## src/rtl/note_pkg.sv

```systemverilog
// Shared types and constants for the organ note back end (note code, octave, divider table).
package note_pkg;

  localparam int unsigned HP_W = 18;

  typedef enum logic [1:0] {
    IDLE = 2'd0,
    GAP  = 2'd1,
    PLAY = 2'd2
  } state_t;

  localparam logic [2:0] NOTE_REST = 3'd0;
  localparam logic [2:0] NOTE_C    = 3'd1;
  localparam logic [2:0] NOTE_D    = 3'd2;
  localparam logic [2:0] NOTE_E    = 3'd3;
  localparam logic [2:0] NOTE_F    = 3'd4;
  localparam logic [2:0] NOTE_G    = 3'd5;
  localparam logic [2:0] NOTE_A    = 3'd6;
  localparam logic [2:0] NOTE_B    = 3'd7;

  localparam logic [1:0] OCT_REST = 2'b00;
  localparam logic [1:0] OCT_LOW  = 2'b01;
  localparam logic [1:0] OCT_MID  = 2'b10;
  localparam logic [1:0] OCT_HIGH = 2'b11;

  typedef struct packed {
    logic [1:0] tone;
    logic [2:0] value;
  } note_code_t;

  // Mid-octave half-period counts at 50 MHz, C..B.
  localparam logic [HP_W-1:0] MID_HP [7] = '{
    18'd95420, 18'd85034, 18'd75758, 18'd71633, 18'd63776, 18'd56818, 18'd50607
  };

  function automatic logic is_silent(input note_code_t code);
    return (code.value == NOTE_REST) || (code.tone == OCT_REST);
  endfunction

endpackage

```

## src/rtl/note_div_lut.sv

```systemverilog
// Maps a {tone,value} code to its half-period count, scaled down by HALF_SHIFT and clamped to >=1.
module note_div_lut import note_pkg::*; #(
  parameter int unsigned HALF_SHIFT = 0
) (
  input  note_code_t      code,
  output logic [HP_W-1:0] hp_c
);

  logic [HP_W-1:0] base_c;
  logic [HP_W-1:0] oct_c;
  logic [HP_W-1:0] shifted_c;

  always_comb begin
    base_c = MID_HP[0];
    case (code.value)
      NOTE_D:  base_c = MID_HP[1];
      NOTE_E:  base_c = MID_HP[2];
      NOTE_F:  base_c = MID_HP[3];
      NOTE_G:  base_c = MID_HP[4];
      NOTE_A:  base_c = MID_HP[5];
      NOTE_B:  base_c = MID_HP[6];
      default: base_c = MID_HP[0];
    endcase

    oct_c = base_c;
    case (code.tone)
      OCT_LOW:  oct_c = base_c << 1;
      OCT_HIGH: oct_c = base_c >> 1;
      default:  oct_c = base_c;
    endcase

    shifted_c = oct_c >> HALF_SHIFT;
    hp_c      = (shifted_c == '0) ? HP_W'(1) : shifted_c;
  end

endmodule

```

## src/rtl/note_synth.sv

```systemverilog
// Note-code to buzzer square-wave generator with a silent articulation gap between notes.
// NOTE_SYNTH_GAP_EN: when defined, a note change passes through the GAP state for GAP_CYCLES cycles.
module note_synth import note_pkg::*; #(
  parameter int unsigned GAP_CYCLES = 250000,
  parameter int unsigned HALF_SHIFT = 0
) (
  input  logic       clk,
  input  logic       rst,
  input  logic [2:0] value_in,
  input  logic [1:0] tone_in,
  output logic       buzz,
  output logic       note_active,
  output logic       note_strobe
);

  state_t          state, state_nxt;
  note_code_t      code_q, cur_code, cur_code_nxt;
  logic [HP_W-1:0] half_cnt, half_cnt_nxt;
  logic [HP_W-1:0] hp_c;
  logic            buzz_nxt;
  logic            strobe_nxt;

`ifdef NOTE_SYNTH_GAP_EN
  localparam int unsigned GAP_W = (GAP_CYCLES > 1) ? $clog2(GAP_CYCLES) : 1;
  localparam logic [GAP_W-1:0] GAP_LOAD = GAP_W'(GAP_CYCLES - 1);
  logic [GAP_W-1:0] gap_cnt, gap_cnt_nxt;
`endif

  // Every decision reads code_q, so lookups only ever need the registered code.
  note_div_lut #(.HALF_SHIFT(HALF_SHIFT)) u_lut (
    .code (code_q),
    .hp_c (hp_c)
  );

  always_ff @(posedge clk or posedge rst) begin
    if (rst) code_q <= '0;
    else     code_q <= '{tone: tone_in, value: value_in};
  end

  always_ff @(posedge clk or posedge rst) begin
    if (rst) begin
      state       <= IDLE;
      cur_code    <= '0;
      half_cnt    <= '0;
      buzz        <= 1'b0;
      note_active <= 1'b0;
      note_strobe <= 1'b0;
`ifdef NOTE_SYNTH_GAP_EN
      gap_cnt     <= '0;
`endif
    end else begin
      state       <= state_nxt;
      cur_code    <= cur_code_nxt;
      half_cnt    <= half_cnt_nxt;
      buzz        <= buzz_nxt;
      note_active <= (state_nxt == PLAY);
      note_strobe <= strobe_nxt;
`ifdef NOTE_SYNTH_GAP_EN
      gap_cnt     <= gap_cnt_nxt;
`endif
    end
  end

  always_comb begin
    state_nxt    = state;
    cur_code_nxt = cur_code;
    half_cnt_nxt = half_cnt;
    buzz_nxt     = buzz;
    strobe_nxt   = 1'b0;
`ifdef NOTE_SYNTH_GAP_EN
    gap_cnt_nxt  = gap_cnt;
`endif
    case (state)
      IDLE: begin
        buzz_nxt = 1'b0;
        if (!is_silent(code_q)) begin
          state_nxt    = PLAY;
          cur_code_nxt = code_q;
          half_cnt_nxt = hp_c - HP_W'(1);
          buzz_nxt     = 1'b1;
          strobe_nxt   = 1'b1;
        end
      end
      PLAY: begin
        if (is_silent(code_q)) begin
          state_nxt = IDLE;
          buzz_nxt  = 1'b0;
        end else if (code_q != cur_code) begin
          cur_code_nxt = code_q;
`ifdef NOTE_SYNTH_GAP_EN
          state_nxt    = GAP;
          buzz_nxt     = 1'b0;
          gap_cnt_nxt  = GAP_LOAD;
`else
          // Re-strike in place; back-to-back changes must not stretch the strobe.
          half_cnt_nxt = hp_c - HP_W'(1);
          buzz_nxt     = 1'b1;
          strobe_nxt   = !note_strobe;
`endif
        end else if (half_cnt == '0) begin
          buzz_nxt     = !buzz;
          half_cnt_nxt = hp_c - HP_W'(1);
        end else begin
          half_cnt_nxt = half_cnt - HP_W'(1);
        end
      end
`ifdef NOTE_SYNTH_GAP_EN
      GAP: begin
        buzz_nxt = 1'b0;
        if (is_silent(code_q)) begin
          state_nxt = IDLE;
        end else if (code_q != cur_code) begin
          cur_code_nxt = code_q;
          gap_cnt_nxt  = GAP_LOAD;
        end else if (gap_cnt == '0) begin
          state_nxt    = PLAY;
          half_cnt_nxt = hp_c - HP_W'(1);
          buzz_nxt     = 1'b1;
          strobe_nxt   = 1'b1;
        end else begin
          gap_cnt_nxt = gap_cnt - GAP_W'(1);
        end
      end
`endif
      default: begin
        state_nxt = IDLE;
        buzz_nxt  = 1'b0;
      end
    endcase
  end

endmodule

```

## config.mk

```make
export PLATFORM = sky130hd
export DESIGN_NAME = note_synth
export DESIGN_NICKNAME = d
export VERILOG_FILES = /design/src/rtl/note_pkg.sv /design/src/rtl/note_div_lut.sv /design/src/rtl/note_synth.sv
export SDC_FILE = /design/constraint.sdc
export NUM_CORES = 1
export LEC_CHECK = 0
export CORE_ASPECT_RATIO = 0.5
export CORE_MARGIN = 3
export CORE_UTILIZATION = 61
export CTS_CLUSTER_DIAMETER = 150
export DETAILED_ROUTE_END_ITERATION = 6
export MAX_ROUTING_LAYER = met4
export PLACE_DENSITY = 0.79
export SYNTH_ARGS = -nofsm -noshare
export SYNTH_HDL_FRONTEND = slang
export SYNTH_SLANG_ARGS = --single-unit
```

## constraint.sdc

```tcl
create_clock -name clk -period 3.49 [get_ports clk]
set_input_delay 0.8725 -clock clk [delete_from_list [all_inputs] [get_ports clk]]
set_output_delay 0.8725 -clock clk [all_outputs]
set_load 0.05 [all_outputs]
```

* Yosys cells after proc, flatten, opt, wreduce, memory -nomap -nowiden
Index checks and enable logic that the tools add are counted.
** Word-level totals
- Bits in registers :: 33
- Output and inout bits :: 3
- Word-level logic and storage cells :: 60
** Operators by class
- Add/subtract/negate cells :: 2
- Equality and inequality tests :: 15
- Multiplexer cells :: 23
- Reduce and logical (&&, ||, !) cells :: 11
** Operator list (count)
- $pmux 17 s6 :: 1
- $mux 18 :: 5
- $pmux 18 s2 :: 2
- $logic_not 18->1 :: 2
- $sub 18x1->18 const B :: 2
- $mux 5 :: 3
- $eq 3x3->1 const B :: 4
- $pmux 5 s2 :: 1
- $eq 2x2->1 const B :: 3
- $eq 3x2->1 const B :: 2
- $mux 1 :: 6
- $ne 2x2->1 const B :: 3
- $ne 5x5->1 :: 1
- $logic_not 2->1 :: 2
- $mux 2 :: 2
- $ne 4x4->1 const B :: 1
- $pmux 1 s2 :: 2
- $pmux 2 s2 :: 1
- $reduce_and 4->1 :: 1
- $logic_not 3->1 :: 1
- $reduce_and 3->1 :: 1
- $eq 2x1->1 const B :: 1
- $logic_not 1->1 :: 2
- $reduce_bool 2->1 :: 1
- $logic_or 1x1->1 :: 1

* Logic depth before layout (Yosys ltp)
Gate-level depths: netlist (run 1).
- Word-level depth :: 10
- Depth in mapped cells :: 12
- Gate-level depth less buffers :: 9

* Hierarchy
A second synthesis (run 1) with hierarchy kept.
** Second synthesis, totals
- Cells, all modules :: 314
- Area total of the unflattened synthesis :: 2595.0 um2
** Modules (own cells, without submodules)
- note_synth :: times used 1, cells each 223, area each 2033.2 um2, sequential area each 825.8 um2
- note_div_lut :: times used 1, cells each 91, area each 561.8 um2, sequential area each 0.0 um2

* Worst setup path after synthesis (run 1)
No wires, ideal clock.
- Path kind :: flip-flop to flip-flop
- Start :: register code_q[2] in the netlist's numbering
- End :: register half_cnt[4]
- Arrival time :: 2.595 ns
- Required time :: 3.350 ns
- Setup slack :: 0.755 ns
- Stages on the path, launching flop included :: 12
- Cells stage by stage :: dfrtp_1 -> buf_1 -> buf_1 -> clkbuf_1 -> o21ai_0 -> a21o_1 -> ha_1 -> nor2b_1 -> a221oi_1 -> a41oi_1 -> a2111oi_0 -> a211oi_1
** On the way
- Cells in the longest elaborated chain, start to end :: 10
** RTL lines
- start: declaration :: line note_synth.sv:17 : note_code_t code_q, cur_code, cur_code_nxt;
- start signal: assignment :: line note_synth.sv:37 : else code_q <= '{tone: tone_in, value: value_in};
- $eq 3x3->1 / $eq 3x2->1 (equally long branches) :: line note_div_lut.sv:15 : case (code.value)
- $pmux 17 s6 :: line note_div_lut.sv:15
- $pmux 18 s2 :: line note_div_lut.sv:26 : case (code.tone)
- $logic_not 18->1 :: line note_div_lut.sv:33 : hp_c = (shifted_c == '0) ? HP_W'(1) : shifted_c;
- $mux 18 :: line note_div_lut.sv:33
- $sub 18x1->18 :: line note_synth.sv:79, note_synth.sv:96, note_synth.sv:102
- $mux 18 :: line note_synth.sv:100 : end else if (half_cnt == '0) begin
- $mux 18 :: line note_synth.sv:88 : end else if (code_q != cur_code) begin
- $mux 18 :: line note_synth.sv:85 : if (is_silent(code_q)) begin
- $pmux 18 s2 :: line note_synth.sv:73 : case (state)
- end signal: assignment :: line note_synth.sv:54 : half_cnt <= half_cnt_nxt;
- end: declaration :: line note_synth.sv:18 : logic [HP_W-1:0] half_cnt, half_cnt_nxt;
Several ways; a longest one is shown, not always the timed one. The select of a mux whose other input is x is not followed.
A chain may end at the register's enable or synchronous reset.

* Worst setup path in the final report (run 1)
- Start :: register half_cnt[0]
- End :: register half_cnt[4]
** On the way
- Cells in the longest elaborated chain, start to end :: 5
** RTL lines (line)
- $sub 18x1->18 / $logic_not 18->1 (equally long branches) :: note_synth.sv:104, note_synth.sv:100
- $mux 18 * :: note_synth.sv:100
- $mux 18 * :: note_synth.sv:88
- $mux 18 * :: note_synth.sv:85
- $pmux 18 s2 * :: note_synth.sv:73
Every way passes the cells marked *; elsewhere a longest branch is shown, timed or not. The select of a mux whose other input is x is not followed.

==> impl_metrics.tcl, run 1 <==
set metrics [dict create \
    track_usage 0.2894 \
    path_class "flip-flop to flip-flop" \
    worstMarginPinSlew_ns 0.7955 \
    avgSynthCellArea_um2 8.043 \
    maxCapViolations 0 \
    cellLeakagePower_nw 1.082 \
    numPortBuffers 9 \
    crit_end "half_cnt[4]" \
    r2r_setup_slack_ns 0.41 \
    drt_first_pass_iters 4 \
    place_ws_ns 0.5145 \
    cts_tree "done" \
    hold_viol 0 \
    endpoint_kind "flip-flop" \
    die_w_um 96.85 \
    place.gp.congestion 0.9091 \
    clock.fmax_ghz 0.3251 \
    clkSinkCount 33 \
    vias_per_cell 6.867 \
    setup_viol 0 \
    synth.yosys.seq_area_share 0.3280 \
    antenna_found_initial 0 \
    combPwrFrac 0.239 \
    p_clk_frac 0.297 \
    synth_edf_count 0 \
    syn-num-nets 322 \
    critPathLaunchType "flip-flop" \
    async_flop_share 1.000 \
    hold_buffers 0 \
    cp.arrival_ns 3.22 \
    synth_cell_type_count 58 \
    syn_area_um2 2517 \
    regArea_um2 825.8 \
    diodes 0 \
    wl_per_cell_um 18.13 \
    floorplan.die_area_um2 4981 \
    post-dp-hpwl_um 4539 \
    critPathLaunch "half_cnt[0]" \
    skew_ns 0.007945 \
    synth_ff_type "dfrtp_1" \
    synth-seq-cells 33 \
    fin_tns_setup_ns 0 \
    wirelength_um 6525 \
    n_fill_cell 278 \
    maxSlewHeadroom 0.4697 \
    switching_share 0.3325 \
    core.rowCount 15 \
    outcome "completed" \
    drc 0 \
    cts_resized 0 \
    start_util 0.6809 \
    grt_max_degree 38 \
    ant_nets 0 \
    final_nets 317 \
    clk_pin_slew_worst_paths_ns 0.07 \
    p_per_area_nw_per_um2 401.2 \
    yosysWarnings 0 \
    crit_fanout 24 \
    min_period_over_period 0.8815 \
    layout-drive-gt1-share 0.08738 \
    cts_buffers 5 \
    p_seq_frac 0.465 \
    synth_cells 313 \
    drt_iter0_drc 211 \
    finalPower_mw 1.094 \
    hold_class "flip-flop to flip-flop" \
    syn_to_final_growth_pct 8.350 \
    layout_common_cells "33 x dfrtp_1, 31 x nand2_1, 20 x o21ai_0" \
    clockBufferDepth 2 \
    reg2reg_depth 7 \
    max-vdd-ir-drop_v 0.0002206 \
    switchingPower_mw 0.3638 \
    slew_viol_final 0 \
    dr_total_vias 2472 \
    crit_required_ns 3.64 \
    intPower_mw 0.7305 \
    io_pins 10 \
    multiInputGateArea_um2 1519 \
    coreArea_um2 3697 \
    r2r_start "half_cnt[0]" \
    cts_setup_buffers 0 \
    rsz0062_at_grt "no" \
    worstReg2RegEnd "half_cnt[4]" \
    setup_ws_ns 0.4136 \
    cts_root_buf "clkbuf_8" \
    clk_latency_ns 0.29 \
    overflow 0 \
    grt_pass1_vias 2215 \
    cts_max_level 2 \
    min_period_ns 3.076 \
    die_h_um 51.43 \
    final_common_cell "dfrtp_1" \
    grt_pass1_wl_um 11210 \
]
## Yosys cell counts, types with 3 or more instances
master,count,share of area
o31ai_1,4,0.012
nor2_1,15,0.022
inv_1,10,0.015
nand3_1,6,0.012
a211oi_1,8,0.024
a221oi_1,4,0.014
or3_1,5,0.012
a21oi_1,13,0.026
clkbuf_1,25,0.037
o21ai_0,20,0.040
o211ai_1,10,0.030
nand3b_1,3,0.0089
a21o_1,4,0.012
a32oi_1,6,0.021
o221ai_1,4,0.014
o22ai_1,3,0.0075
xor2_1,4,0.014
or4_1,3,0.0089
nor2b_1,9,0.022
a221o_1,3,0.012
nand2b_1,9,0.022
nor3_1,16,0.032
buf_1,4,0.0060
and3_1,5,0.012
nor4_1,7,0.017
xnor2_1,3,0.010
nand2_1,31,0.046
dfrtp_1,33,0.33
nand4_1,4,0.0099
## cell families after synthesis
family,count (synthesis),synth area share
fa+ha+maj,2,0.009939
simple gates,123,0.2649
buf+inv,43,0.06859
xor+xnor,7,0.02435
compound gates,101,0.2903
other cells,1,0.001490
flops,33,0.3280
mux,3,0.01243
## per-stage QoR
step / area [um^2] / util / hold slack, ns / cells
detailed placement: 2626 / 0.7103 / 0.4557 / 352
finish: 2728 / 0.7377 / 0.4683 / 360
CTS: 2728 / 0.7377 / 0.4723 / 360
global route: 2728 / 0.7377 / 0.5150 / 360
floorplan: 2517 / - / 0.4292 / 313
global placement: 2626 / 0.7103 / 0.4392 / 352
## registers in the layout, summed over array words and instances (netlist names)
register / flops
note_active: 1
buzz: 1
code_q: 5
half_cnt: 18
state: 2
note_strobe: 1
cur_code: 5
## how the worst min path moves through the flow
stage | from | to | slack [ns] | cells after the start
after detailed placement | state[1] | note_strobe | 0.46 | 1
after floorplan | state[1] | note_strobe | 0.43 | 1
after CTS | state[1] | note_strobe | 0.47 | 1
after global placement | state[1] | note_strobe | 0.44 | 1
after global routing | note_strobe | note_strobe | 0.51 | 1
final | note_strobe | note_strobe | 0.47 | 1
## per-layer routing
metal	track usage	share of wire	wire length (um)	up-vias
met3	0.09809	0.11	697	11
met2	0.4110	0.42	2746	127
met5	-	0	0	-
li1	-	-	-	1172
met4	0.04895	0.010	65	0
met1	0.4058	0.46	3015	1162
## power by group through the flow
stage | registers, mW | clock network, mW | logic (mW)
after floorplan | 0.493 | 0 | 0.199
after global placement | 0.507 | 0 | 0.249
after detailed placement | 0.512 | 0 | 0.257
after CTS | 0.505 | 0.326 | 0.258
after global routing | 0.515 | 0.349 | 0.291
final | 0.508 | 0.325 | 0.261
## final cells by class
cell class	count	share of cell area
Clock buffer	7	0.03532
Sequential cell	33	0.3028
Multi-Input combinational cell	237	0.5569
Clock inverter	1	0.001835
Inverter	10	0.01376
Timing Repair Buffer	21	0.06606
Tap cell	51	0.02339
## critical path, stage by stage (launching register included)
cell and delay [ns]:
dfrtp_1 0.39, inv_1 0.10, ha_1 0.19, nor3b_1 0.49, nand2_1 0.28, or3_1 0.72, a2111oi_0 0.66, a211oi_1 0.11
No activity file was read; power rests on OpenSTA's default activity.
==> inputs of run 2 (changes only) <==
--- a/config.mk
+++ b/config.mk
@@ -5,13 +5,13 @@
 export SDC_FILE = /design/constraint.sdc
 export NUM_CORES = 1
 export LEC_CHECK = 0
-export CORE_ASPECT_RATIO = 0.5
+export CORE_ASPECT_RATIO = 1.2
 export CORE_MARGIN = 3
-export CORE_UTILIZATION = 61
+export CORE_UTILIZATION = 65
 export CTS_CLUSTER_DIAMETER = 150
 export DETAILED_ROUTE_END_ITERATION = 6
 export MAX_ROUTING_LAYER = met4
-export PLACE_DENSITY = 0.79
+export PLACE_DENSITY = 0.83
 export SYNTH_ARGS = -nofsm -noshare
 export SYNTH_HDL_FRONTEND = slang
 export SYNTH_SLANG_ARGS = --single-unit
==> constraint.sdc (replaced) <==
create_clock -name clk -period 4 [get_ports clk]
set_input_delay 1 -clock clk [delete_from_list [all_inputs] [get_ports clk]]
set_output_delay 1 -clock clk [all_outputs]
set_load 0.05 [all_outputs]
==> impl_metrics.tcl, run 2 (synthesized netlist as in run 1, its figures left out) <==
set metrics [dict create \
    slew_viol_final 0 \
    floorplan.die_area_um2 4659 \
    outcome "completed" \
    max-vdd-ir-drop_v 0.0003104 \
    track_usage 0.2851 \
    cts_max_level 2 \
    cts_tree "done" \
    crit_required_ns 4.16 \
    layout-drive-gt1-share 0.06291 \
    wirelength_um 5986 \
    fin_tns_setup_ns 0 \
    worstMarginPinSlew_ns 1.109 \
    final_nets 311 \
    min_period_ns 3.001 \
    diodes 0 \
    clkSinkCount 33 \
    grt_pass1_wl_um 10320 \
    min_period_over_period 0.7504 \
    drt_iter0_drc 208 \
    cts_setup_buffers 0 \
    fin_util 0.7226 \
    io_pins 10 \
    cp.arrival_ns 3.17 \
    syn_to_final_growth_pct 6.014 \
    top_register "half_cnt" \
    drc 0 \
    dr_total_vias 2422 \
    p_per_area_nw_per_um2 344.7 \
    cts_resized 0 \
    clk_pin_slew_worst_paths_ns 0.07 \
    hold_buffers 0 \
    cellLeakagePower_nw 1.041 \
    clockBufferDepth 2 \
    reg.largest.list "half_cnt: 18 flops, code_q: 5 flops, cur_code: 5 flops" \
    endpoint_kind "flip-flop" \
    clk_latency_ns 0.29 \
    setup_viol 0 \
    start_util 0.6816 \
    place.gp.congestion 0.8605 \
    skew_ns 0.01193 \
    maxCapViolations 0 \
    coreArea_um2 3694 \
    crit_fanout 30 \
    post-dp-hpwl_um 3910 \
    grt_pass1_vias 2122 \
    clock.fmax_ghz 0.3332 \
    antenna_found_initial 0 \
    wl_per_cell_um 16.91 \
    fin_area_um2 2669 \
    maxSlewHeadroom 0.2606 \
    path_class "flip-flop to flip-flop" \
    vias_per_cell 6.842 \
    finalPower_mw 0.9199 \
    numPortBuffers 9 \
    ant_nets 0 \
    largest_register_ffs 18 \
    final_common_cell "dfrtp_1" \
    core.rowCount 24 \
    hold_class "flip-flop to flip-flop" \
    overflow 0 \
    drt_first_pass_iters 5 \
    die_h_um 74.17 \
    n_fill_cell 303 \
    rsz0062_at_grt "no" \
    die_w_um 62.81 \
    critPathLaunchType "flip-flop" \
    hold_viol 0 \
    layout_common_cells "33 x dfrtp_1, 31 x nand2_1, 20 x o21ai_0" \
    cts_root_buf "clkbuf_8" \
    postPlaceCellArea_um2 2582 \
    grt_max_degree 40 \
    cts_buffers 5 \
]
run 2: cell types whose count changed in the layout (fill, tap and decap cells not counted), sizes merged:
cell / change
buf: -6
clkinv: -1
run 2: area by class of cell:
cell class	instances	area, um^2	area share
timing repair buffer	15	135.1	0.05063
tap	52	65.06	0.02438
inverter	10	37.54	0.01406
multi-input combinational	237	1519	0.5692
sequential	33	825.8	0.3094
clock buffer	7	86.33	0.03235
run 2: worst max-delay path: stages, from the launching register on:
cell and delay, ns:
dfrtp_1 0.87, xor2_1 0.16, nor4_1 0.53, and2_1 0.68, nand2_1 0.24, o311ai_0 0.40
run 2: worst paths after layout:
kind	endpoint	slack (ns)	startpoint	cells after the start
max	half_cnt[8]	1.0	code_q[4]	5
min in group asynchronous	note_active	0.85	rst	2
max in group asynchronous	code_q[0]	2.55	rst	3
max reg2reg	half_cnt[8]	1.0	code_q[4]	5
min reg2reg	note_strobe	0.46	note_strobe	1
min	note_strobe	0.46	note_strobe	1
run 2: layer usage:
layer / vias up / wire [um] / track usage
met5: - / 0 / -
met1: 1172 / 2639 / 0.3710
li1: 1167 / - / -
met4: 0 / 99 / 0.09069
met3: 10 / 302 / 0.04834
met2: 73 / 2945 / 0.4585
run 2: report_power, final:
| part | internal, mW | switching, mW | leakage [nW] |
|---|---|---|---|
| registers | 0.380 | 0.0626 | 0.394 |
| clock network | 0.137 | 0.121 | 0.0443 |
| logic | 0.0992 | 0.121 | 0.603 |
run 2: stage by stage:
stage / hold WS (ns) / setup slack (ns) / instances
after floorplan: 0.4292 / 1.265 / 313
after global placement: 0.4415 / 1.171 / 347
after detailed placement: 0.4460 / 1.068 / 347
after CTS: 0.4631 / 1.070 / 354
after global routing: 0.4917 / 0.7106 / 354
final: 0.4637 / 0.9986 / 354
